### config.mk
export PLATFORM = sky130hd
export DESIGN_NAME = video_timing_gen
export DESIGN_NICKNAME = d
export VERILOG_FILES = /design/src/rtl/video_timing_pkg.sv /design/src/rtl/vt_axis.sv /design/src/rtl/video_timing_gen.sv
export SDC_FILE = /design/constraint.sdc
export NUM_CORES = 1
export LEC_CHECK = 0
export BUFFER_PORTS_ARGS = -buffer_cell sky130_fd_sc_hd__clkbuf_2
export CORE_MARGIN = 2
export CORE_UTILIZATION = 39
export CTS_CLUSTER_DIAMETER = 120
export DETAILED_ROUTE_END_ITERATION = 6
export GPL_ROUTABILITY_DRIVEN = 0
export PLACE_DENSITY = 0.57
export SETUP_SLACK_MARGIN = 0.3
export SYNTH_ARGS = -nofsm -noshare
export SYNTH_HDL_FRONTEND = slang
export SYNTH_SLANG_ARGS = --single-unit
### constraint.sdc
create_clock -name MCLK -period 5.6 [get_ports MCLK]
set_clock_uncertainty 0.1 [all_clocks]
set_input_delay 1.12 -clock MCLK [delete_from_list [all_inputs] [get_ports MCLK]]
set_output_delay 1.12 -clock MCLK [all_outputs]
set_load 0.01 [all_outputs]
### src/rtl/video_timing_pkg.sv
// Shared timing defaults, the 9-bit raster position type, and the window decode used for both syncs.
package video_timing_pkg;

  localparam int POS_W = 9;
  typedef logic [POS_W-1:0] pos_t;

  localparam int DEF_HACT     = 336;
  localparam int DEF_HTOT     = 456;
  localparam int DEF_HS_START = 360;
  localparam int DEF_HS_WIDTH = 24;
  localparam int DEF_VACT     = 240;
  localparam int DEF_VTOT     = 262;
  localparam int DEF_VS_START = 240;
  localparam int DEF_VS_WIDTH = 3;

  // True when cnt lies in [base, base+width).
  function automatic logic in_window(input pos_t cnt, input int base, input int width);
    int c;
    c = int'(cnt);
    return (c >= base) && (c < base + width);
  endfunction

endpackage

### src/rtl/vt_axis.sv
// One raster axis: position counter, blanking decode and an offset-shifted sync window.
module vt_axis
  import video_timing_pkg::*;
#(
  parameter int TOT     = DEF_HTOT,
  parameter int ACT     = DEF_HACT,
  parameter int S_START = DEF_HS_START,
  parameter int S_WIDTH = DEF_HS_WIDTH,
  parameter int OFFS_W  = 5
) (
  input  logic              clk,
  input  logic              rst_n,
  input  logic              advance,
  input  logic              load,
  input  logic [OFFS_W-1:0] offs,
  output pos_t              cnt,
  output logic              last,
  output logic              blk,
  output logic              syn_n
);

  logic [OFFS_W-1:0] offs_l;

  assign last  = (cnt == pos_t'(TOT - 1));
  assign blk   = (cnt >= pos_t'(ACT));
  // Offset steps are two positions wide.
  assign syn_n = ~in_window(cnt, S_START + 2 * int'(offs_l), S_WIDTH);

  always_ff @(posedge clk or negedge rst_n) begin
    if (!rst_n) begin
      cnt    <= '0;
      offs_l <= '0;
    end else begin
      if (advance) cnt <= last ? '0 : cnt + pos_t'(1);
      if (load) offs_l <= offs;
    end
  end

endmodule

### src/rtl/video_timing_gen.sv
// Parametrised raster timing generator on a pixel clock-enable; offsets are taken only at frame wrap.
module video_timing_gen
  import video_timing_pkg::*;
#(
  parameter int HACT     = DEF_HACT,
  parameter int HTOT     = DEF_HTOT,
  parameter int HS_START = DEF_HS_START,
  parameter int HS_WIDTH = DEF_HS_WIDTH,
  parameter int VACT     = DEF_VACT,
  parameter int VTOT     = DEF_VTOT,
  parameter int VS_START = DEF_VS_START,
  parameter int VS_WIDTH = DEF_VS_WIDTH,
  parameter int RGB_W    = 8,
  parameter int HOFFS_W  = 5,
  parameter int VOFFS_W  = 3
) (
  input  logic               MCLK,
  input  logic               RESET_N,
  input  logic               CE_PIX,
  input  logic [HOFFS_W-1:0] HOFFS,
  input  logic [VOFFS_W-1:0] VOFFS,
  input  logic [RGB_W-1:0]   iRGB,
  output logic [8:0]         HPOS,
  output logic [8:0]         VPOS,
  output logic [RGB_W-1:0]   oRGB,
  output logic               HBLK,
  output logic               VBLK,
  output logic               HSYN,
  output logic               VSYN,
  output logic               LINE_START,
  output logic               FRAME_START
);

  if (HS_START + 2 * (2 ** HOFFS_W - 1) + HS_WIDTH > HTOT) begin : g_chk_hsync
    $fatal(1, "video_timing_gen: shifted HSYN window exceeds HTOT");
  end
  if (VS_START + 2 * (2 ** VOFFS_W - 1) + VS_WIDTH > VTOT) begin : g_chk_vsync
    $fatal(1, "video_timing_gen: shifted VSYN window exceeds VTOT");
  end
  if (HACT > HS_START || VACT > VS_START) begin : g_chk_act
    $fatal(1, "video_timing_gen: sync starts inside active area");
  end
  if (HTOT > 512 || VTOT > 512) begin : g_chk_tot
    $fatal(1, "video_timing_gen: totals exceed 9-bit position range");
  end

  pos_t hcnt, vcnt;
  logic h_last, v_last, h_blk, v_blk, h_syn_n, v_syn_n;
  logic line_wrap, frame_wrap;

  assign line_wrap  = CE_PIX & h_last;
  assign frame_wrap = line_wrap & v_last;

  vt_axis #(
    .TOT(HTOT), .ACT(HACT), .S_START(HS_START), .S_WIDTH(HS_WIDTH), .OFFS_W(HOFFS_W)
  ) u_h (
    .clk(MCLK), .rst_n(RESET_N), .advance(CE_PIX), .load(frame_wrap), .offs(HOFFS),
    .cnt(hcnt), .last(h_last), .blk(h_blk), .syn_n(h_syn_n)
  );

  vt_axis #(
    .TOT(VTOT), .ACT(VACT), .S_START(VS_START), .S_WIDTH(VS_WIDTH), .OFFS_W(VOFFS_W)
  ) u_v (
    .clk(MCLK), .rst_n(RESET_N), .advance(line_wrap), .load(frame_wrap), .offs(VOFFS),
    .cnt(vcnt), .last(v_last), .blk(v_blk), .syn_n(v_syn_n)
  );

  assign HPOS = hcnt;
  assign VPOS = vcnt;

  // Decode uses the pre-advance position, so outputs trail HPOS/VPOS by one CE.
  always_ff @(posedge MCLK or negedge RESET_N) begin
    if (!RESET_N) begin
      oRGB        <= '0;
      HBLK        <= 1'b1;
      VBLK        <= 1'b1;
      HSYN        <= 1'b1;
      VSYN        <= 1'b1;
      LINE_START  <= 1'b0;
      FRAME_START <= 1'b0;
    end else begin
      LINE_START  <= line_wrap;
      FRAME_START <= frame_wrap;
      if (CE_PIX) begin
        oRGB <= (h_blk | v_blk) ? '0 : iRGB;
        HBLK <= h_blk;
        VBLK <= v_blk;
        HSYN <= h_syn_n;
        VSYN <= v_syn_n;
      end
    end
  end

endmodule

# --- After elaboration in Yosys (flattened, before gate mapping) ---
# Cells that the tools add are included.
classes:
  shifts: 0
  order_cmp: 6
  n_reduce_logical: 2
  n_addsub: 6
  muxes: 3
  n_mul: 0
  eq_ne: 2
  bitwise: 5
  div: 0
ops:
  columns: ["op", "count"]
  rows:
  - ["$ge A10 B32 Y1", 2]
  - ["$lt A10 B32 Y1", 2]
  - ["$add A32 B3 Y32 const B", 1]
  - ["$add A32 B6 Y32 const B", 1]
  - ["$add A9 B1 Y9 const B", 2]
  - ["$eq A9 B9 Y1 const B", 2]
  - ["$mux W9", 2]
  - ["$add A9 B6 Y10 const A", 1]
  - ["$add A8 B4 Y9 const A", 1]
  - ["$ge A9 B8 Y1 const B", 1]
  - ["$ge A9 B9 Y1 const B", 1]
  - ["$mux W8", 1]
  - ["$and A1 B1 Y1", 2]
  - ["$logic_and A1 B1 Y1", 2]
  - ["$not A1 Y1", 2]
  - ["$or A1 B1 Y1", 1]
totals:
  rom_bits: 0
  ff_bits: 40
  input_bits: 19
  word_cells: 35
  ram_bits: 0
  memories: 0
  latchBits: 0

# --- Logic depth before layout (Yosys ltp) ---
depth:
  ltp_word: 5
  ltp_mapped: 9
  mapped_depth_nobuf: 9

# --- Cells and area by module ---
# A second synthesis with hierarchy kept.
hier_totals:
  hier_cells: 248
  area_unflattened_um2: 2493.6
modules_own_cells:
  columns: ["mod", "area_each_um2", "n_inst", "seq_area_each_um2", "cells_per_inst"]
  rows:
  - ["vt_axis at u_h", 1004.7, 1, 350.3, 111]
  - ["vt_axis at u_v", 872.1, 1, 300.3, 89]
  - ["video_timing_gen", 616.8, 1, 355.3, 48]

# --- Worst setup path before layout ---
# Ideal clock, no wire load.
synth_path:
  path_kind: "input -> register"
  from: "in CE_PIX"
  to: "reg u_h.offs_l[0]"
  t_required_ns: 5.375
  path_slack_ns: 3.358
  cell_stages: 6
  path_buffers: 2
  arrival_ns: 2.017
  cell_sequence: "buf_2 nand3_4 inv_4 and2_4 buf_8 mux2_4"
synth_via:
  elab_chain_cells: 2
synth_lines:
  columns: ["item", "line_no", "rtl"]
  rows:
  - ["from (decl)", "video_timing_gen.sv:19", "input logic CE_PIX,"]
  - ["$and A1 B1 Y1", "video_timing_gen.sv:51", "assign line_wrap = CE_PIX & h_last;"]
  - ["named net line_wrap", "video_timing_gen.sv:49", "logic line_wrap, frame_wrap;"]
  - ["$and A1 B1 Y1", "video_timing_gen.sv:52", "assign frame_wrap = line_wrap & v_last;"]
  - ["to (signal assigned)", "vt_axis.sv:35", "if (load) offs_l <= offs;"]
  - ["to (decl)", "vt_axis.sv:22", "logic [OFFS_W-1:0] offs_l;"]
# The timed path passes the listed nets, and every way through them passes these cells.
# A chain may end at the register's enable or synchronous reset.

# --- Final worst setup path ---
# Ends and elaborated chain as after synthesis.

==> flow_summary.json <==
{
  "cts_buffer_depth": 2,
  "tritoncts": "yes",
  "drt_iter0_drc": 73,
  "grt_overflow": 0,
  "port_buffers": 50,
  "post_cts_buffers": 0,
  "regArea_mm2": 0.00101,
  "drv_slew": 0,
  "path_class": "in -> reg",
  "p_per_area_mw_per_mm2": 263,
  "cp_cell_sequence": "clkbuf_2, nand3_4, inv_4, and2_4, mux2_4",
  "run_status": "complete, no violations",
  "yosys.area.top_type": "dfrtp_1",
  "ys_ff_latch": 40,
  "post-synth-top-area-fraction_pct": 38.1,
  "num_vias": 1759,
  "die_h_um": 81.8,
  "setup_violations": 0,
  "final_cell_area_mm2": 0.00279,
  "remaining_drc_errors": 0,
  "diodes": 0,
  "power.total_mw": 0.733,
  "synth_area_leaders": "dfrtp_1 38%, ha_1 15%, dfstp_2 4.4%",
  "dp_hpwl_um": 3630,
  "pin_count": 51,
  "syn_to_final_growth_pct": 17.9,
  "synth-edff-count": 0,
  "start_util_pct": 40.2,
  "timing.final.crit_share_pct": 40.7,
  "swShare_pct": 28.0,
  "fin_tns_setup_ps": 0,
  "ys_seq_area_share_pct": 42.6,
  "power.share.sequential_pct": 48.0,
  "yosysUniqueCellTypes": 48,
  "p_int_mw": 0.527,
  "syn_area_mm2": 0.00236,
  "synth_warnings": 0,
  "antenna_left": 0,
  "crit_path_max_fanout": 16,
  "cts_resized": 0,
  "synth_flop_cell": "dfrtp_1",
  "finalCriticalPeriod_ps": 2280,
  "core_area_mm2": 0.00589,
  "tightest_slew_ps": 979,
  "clockRootBuffer": "clkbuf_8",
  "start_kind": "primary input",
  "async_flop_share_pct": 100,
  "switchingPower_mw": 0.205,
  "crit_required_ps": 5670,
  "hold_viol_final": 0,
  "clk_pin_slew_worst_paths_ps": 80,
  "multiInputGateArea_mm2": 0.00124,
  "rsz0062_at_grt": "no",
  "place_ws_ps": 2980,
  "critPathMaxStageDelay_ps": 320,
  "drt_pass1_iterations": 4,
  "grt_start_max_net_pins": 41,
  "fmax_mhz": 438,
  "hold_path_class": "reg -> reg",
  "antenna_found_initial": 0,
  "netlist_instances": 221,
  "p_leak_nw": 1.44,
  "ir_drop_mv": 0.136,
  "cts_sinks": 40,
  "slew_headroom_pct": 34.7,
  "nFillCells": 595,
  "drt-total-wl_um": 4880,
  "grt_pass1_wl_um": 8310,
  "avgSynthCellArea_um2": 10.7,
  "cts_made_buffers": 5,
  "whs_ps": 413,
  "grt_use_total_pct": 16.4,
  "pwr-share-comb_pct": 17.0,
  "slowest_stage": "mux2_4",
  "cap_viol_max_count": 0,
  "rows": 28,
  "die_w_um": 81.8,
  "wl_per_cell_um": 14.0,
  "fin_nets": 321,
  "endpoint_kind": "flip-flop",
  "via_per_inst": 5.04,
  "layout-drive-gt1-share_pct": 29.2,
  "dieArea_mm2": 0.00670,
  "clock_latency_ps": 290,
  "clock_power_share_pct": 35.0,
  "grt_pass1_vias": 1713,
  "placed_area_mm2": 0.00266,
  "htree_levels": 2,
  "syn_nets": 269,
  "worst-endpoint-arrival_ps": 2360,
  "ctsHoldBuffers": 0,
  "setup_slack_ps": 3320,
  "reg2reg_slack_ps": 3320
}
path summary, 6_finish.rpt:
path / start / cells past startpoint / endpoint
worst max-delay path: CE_PIX / 5 / u_h.offs_l[0]
worst min-delay path: VSYN / 2 / VSYN
worst max register to register: u_h.offs_l[2] / 8 / HSYN
worst min register to register: VSYN / 2 / VSYN
max in group asynchronous: RESET_N / 1 / oRGB[1]
min in group asynchronous: RESET_N / 1 / u_h.offs_l[2]
power by group through the flow:
stage	Sequential, mW	Combinational (mW)	Clock (mW)
after floorplan	0.356	0.0685	0
after global placement	0.357	0.125	0
after detailed placement	0.357	0.127	0
after CTS	0.351	0.127	0.266
after global routing	0.357	0.146	0.278
final	0.352	0.125	0.256
area by class of cell:
| type | count | area share, % |
|---|---|---|
| clock buffers | 7 | 3.46 |
| repair buffers | 50 | 8.98 |
| multi-input cells | 159 | 44.6 |
| flip-flops and latches | 40 | 36.1 |
| well taps | 75 | 3.37 |
| inverters | 17 | 2.38 |
| clock inverters | 1 | 1.08 |
metrics by stage:
stage               utilization [%]  std cells
detailed placement             45.2        341
global route                   47.3        349
floorplan                         -        221
CTS                            47.3        349
finish                         47.3        349
global placement               45.2        341
cells in the mapped netlist, drive strengths merged, types with 2 or more instances:
library cell   n
a2111o         2
o21ai         17
o2111ai        2
nor4           2
nor2b          3
dfstp          4
a22o           8
nor2          17
o31ai          5
nand2b         3
nand2         15
mux2           5
dfrtp         36
nor3           2
xor2           3
o21a           4
a21oi          5
and4           2
inv           17
xnor2          7
a31oi          3
nand3         11
buf            4
and4b          2
ha            29
critical path: cells and delay by family:
kind	cells	cell delay (ps)
simple gates	2	480
buf+inv	2	420
mux	1	320
registers in the layout (all words and copies together) (netlist names):
signal / flops
HBLK: 1
VSYN: 1
LINE_START: 1
u_v.offs_l: 3
HSYN: 1
u_h.cnt: 9
u_h.offs_l: 5
VBLK: 1
oRGB: 8
FRAME_START: 1
u_v.cnt: 9
routing by layer:
| layer | track usage [%] | part of all wire [%] | routed length [um] | vias to the layer above |
|---|---|---|---|---|
| li1 | - | - | - | 909 |
| met1 | 23.0 | 50 | 2450 | 805 |
| met2 | 24.8 | 45 | 2180 | 41 |
| met3 | 4.95 | 4.5 | 218 | 4 |
| met4 | 4.00 | 0.47 | 23 | 0 |
| met5 | 0 | 0 | 0 | - |
cell usage in the layout (no fill, tap or decap), drive strengths merged, types with 4 or more instances in the layout:
cell    Yosys  layout
a21oi       5       5
a22o        8       8
clkbuf      1      57
dfrtp      36      36
dfstp       4       4
ha         29      29
inv        17      17
mux2        5       5
nand2      15      15
nand3      11      11
nor2       17      17
o21a        4       4
o21ai      17      17
o31ai       5       5
xnor2       7       7
logic make-up (layout without fill, tap and decap cells):
logic type	after synthesis	after routing	share of synthesized area (%)
XOR/XNOR	10	10	3.71
AND/OR/NAND/NOR	63	63	14.9
multiplexers	6	6	3.28
flip-flops	40	40	42.6
buffers and inverters	22	75	4.82
adder cells (fa/ha/maj)	29	29	15.4
AO/OA/AOI/OAI	51	51	15.4
Note: power is estimated with default switching activity, not from simulation.
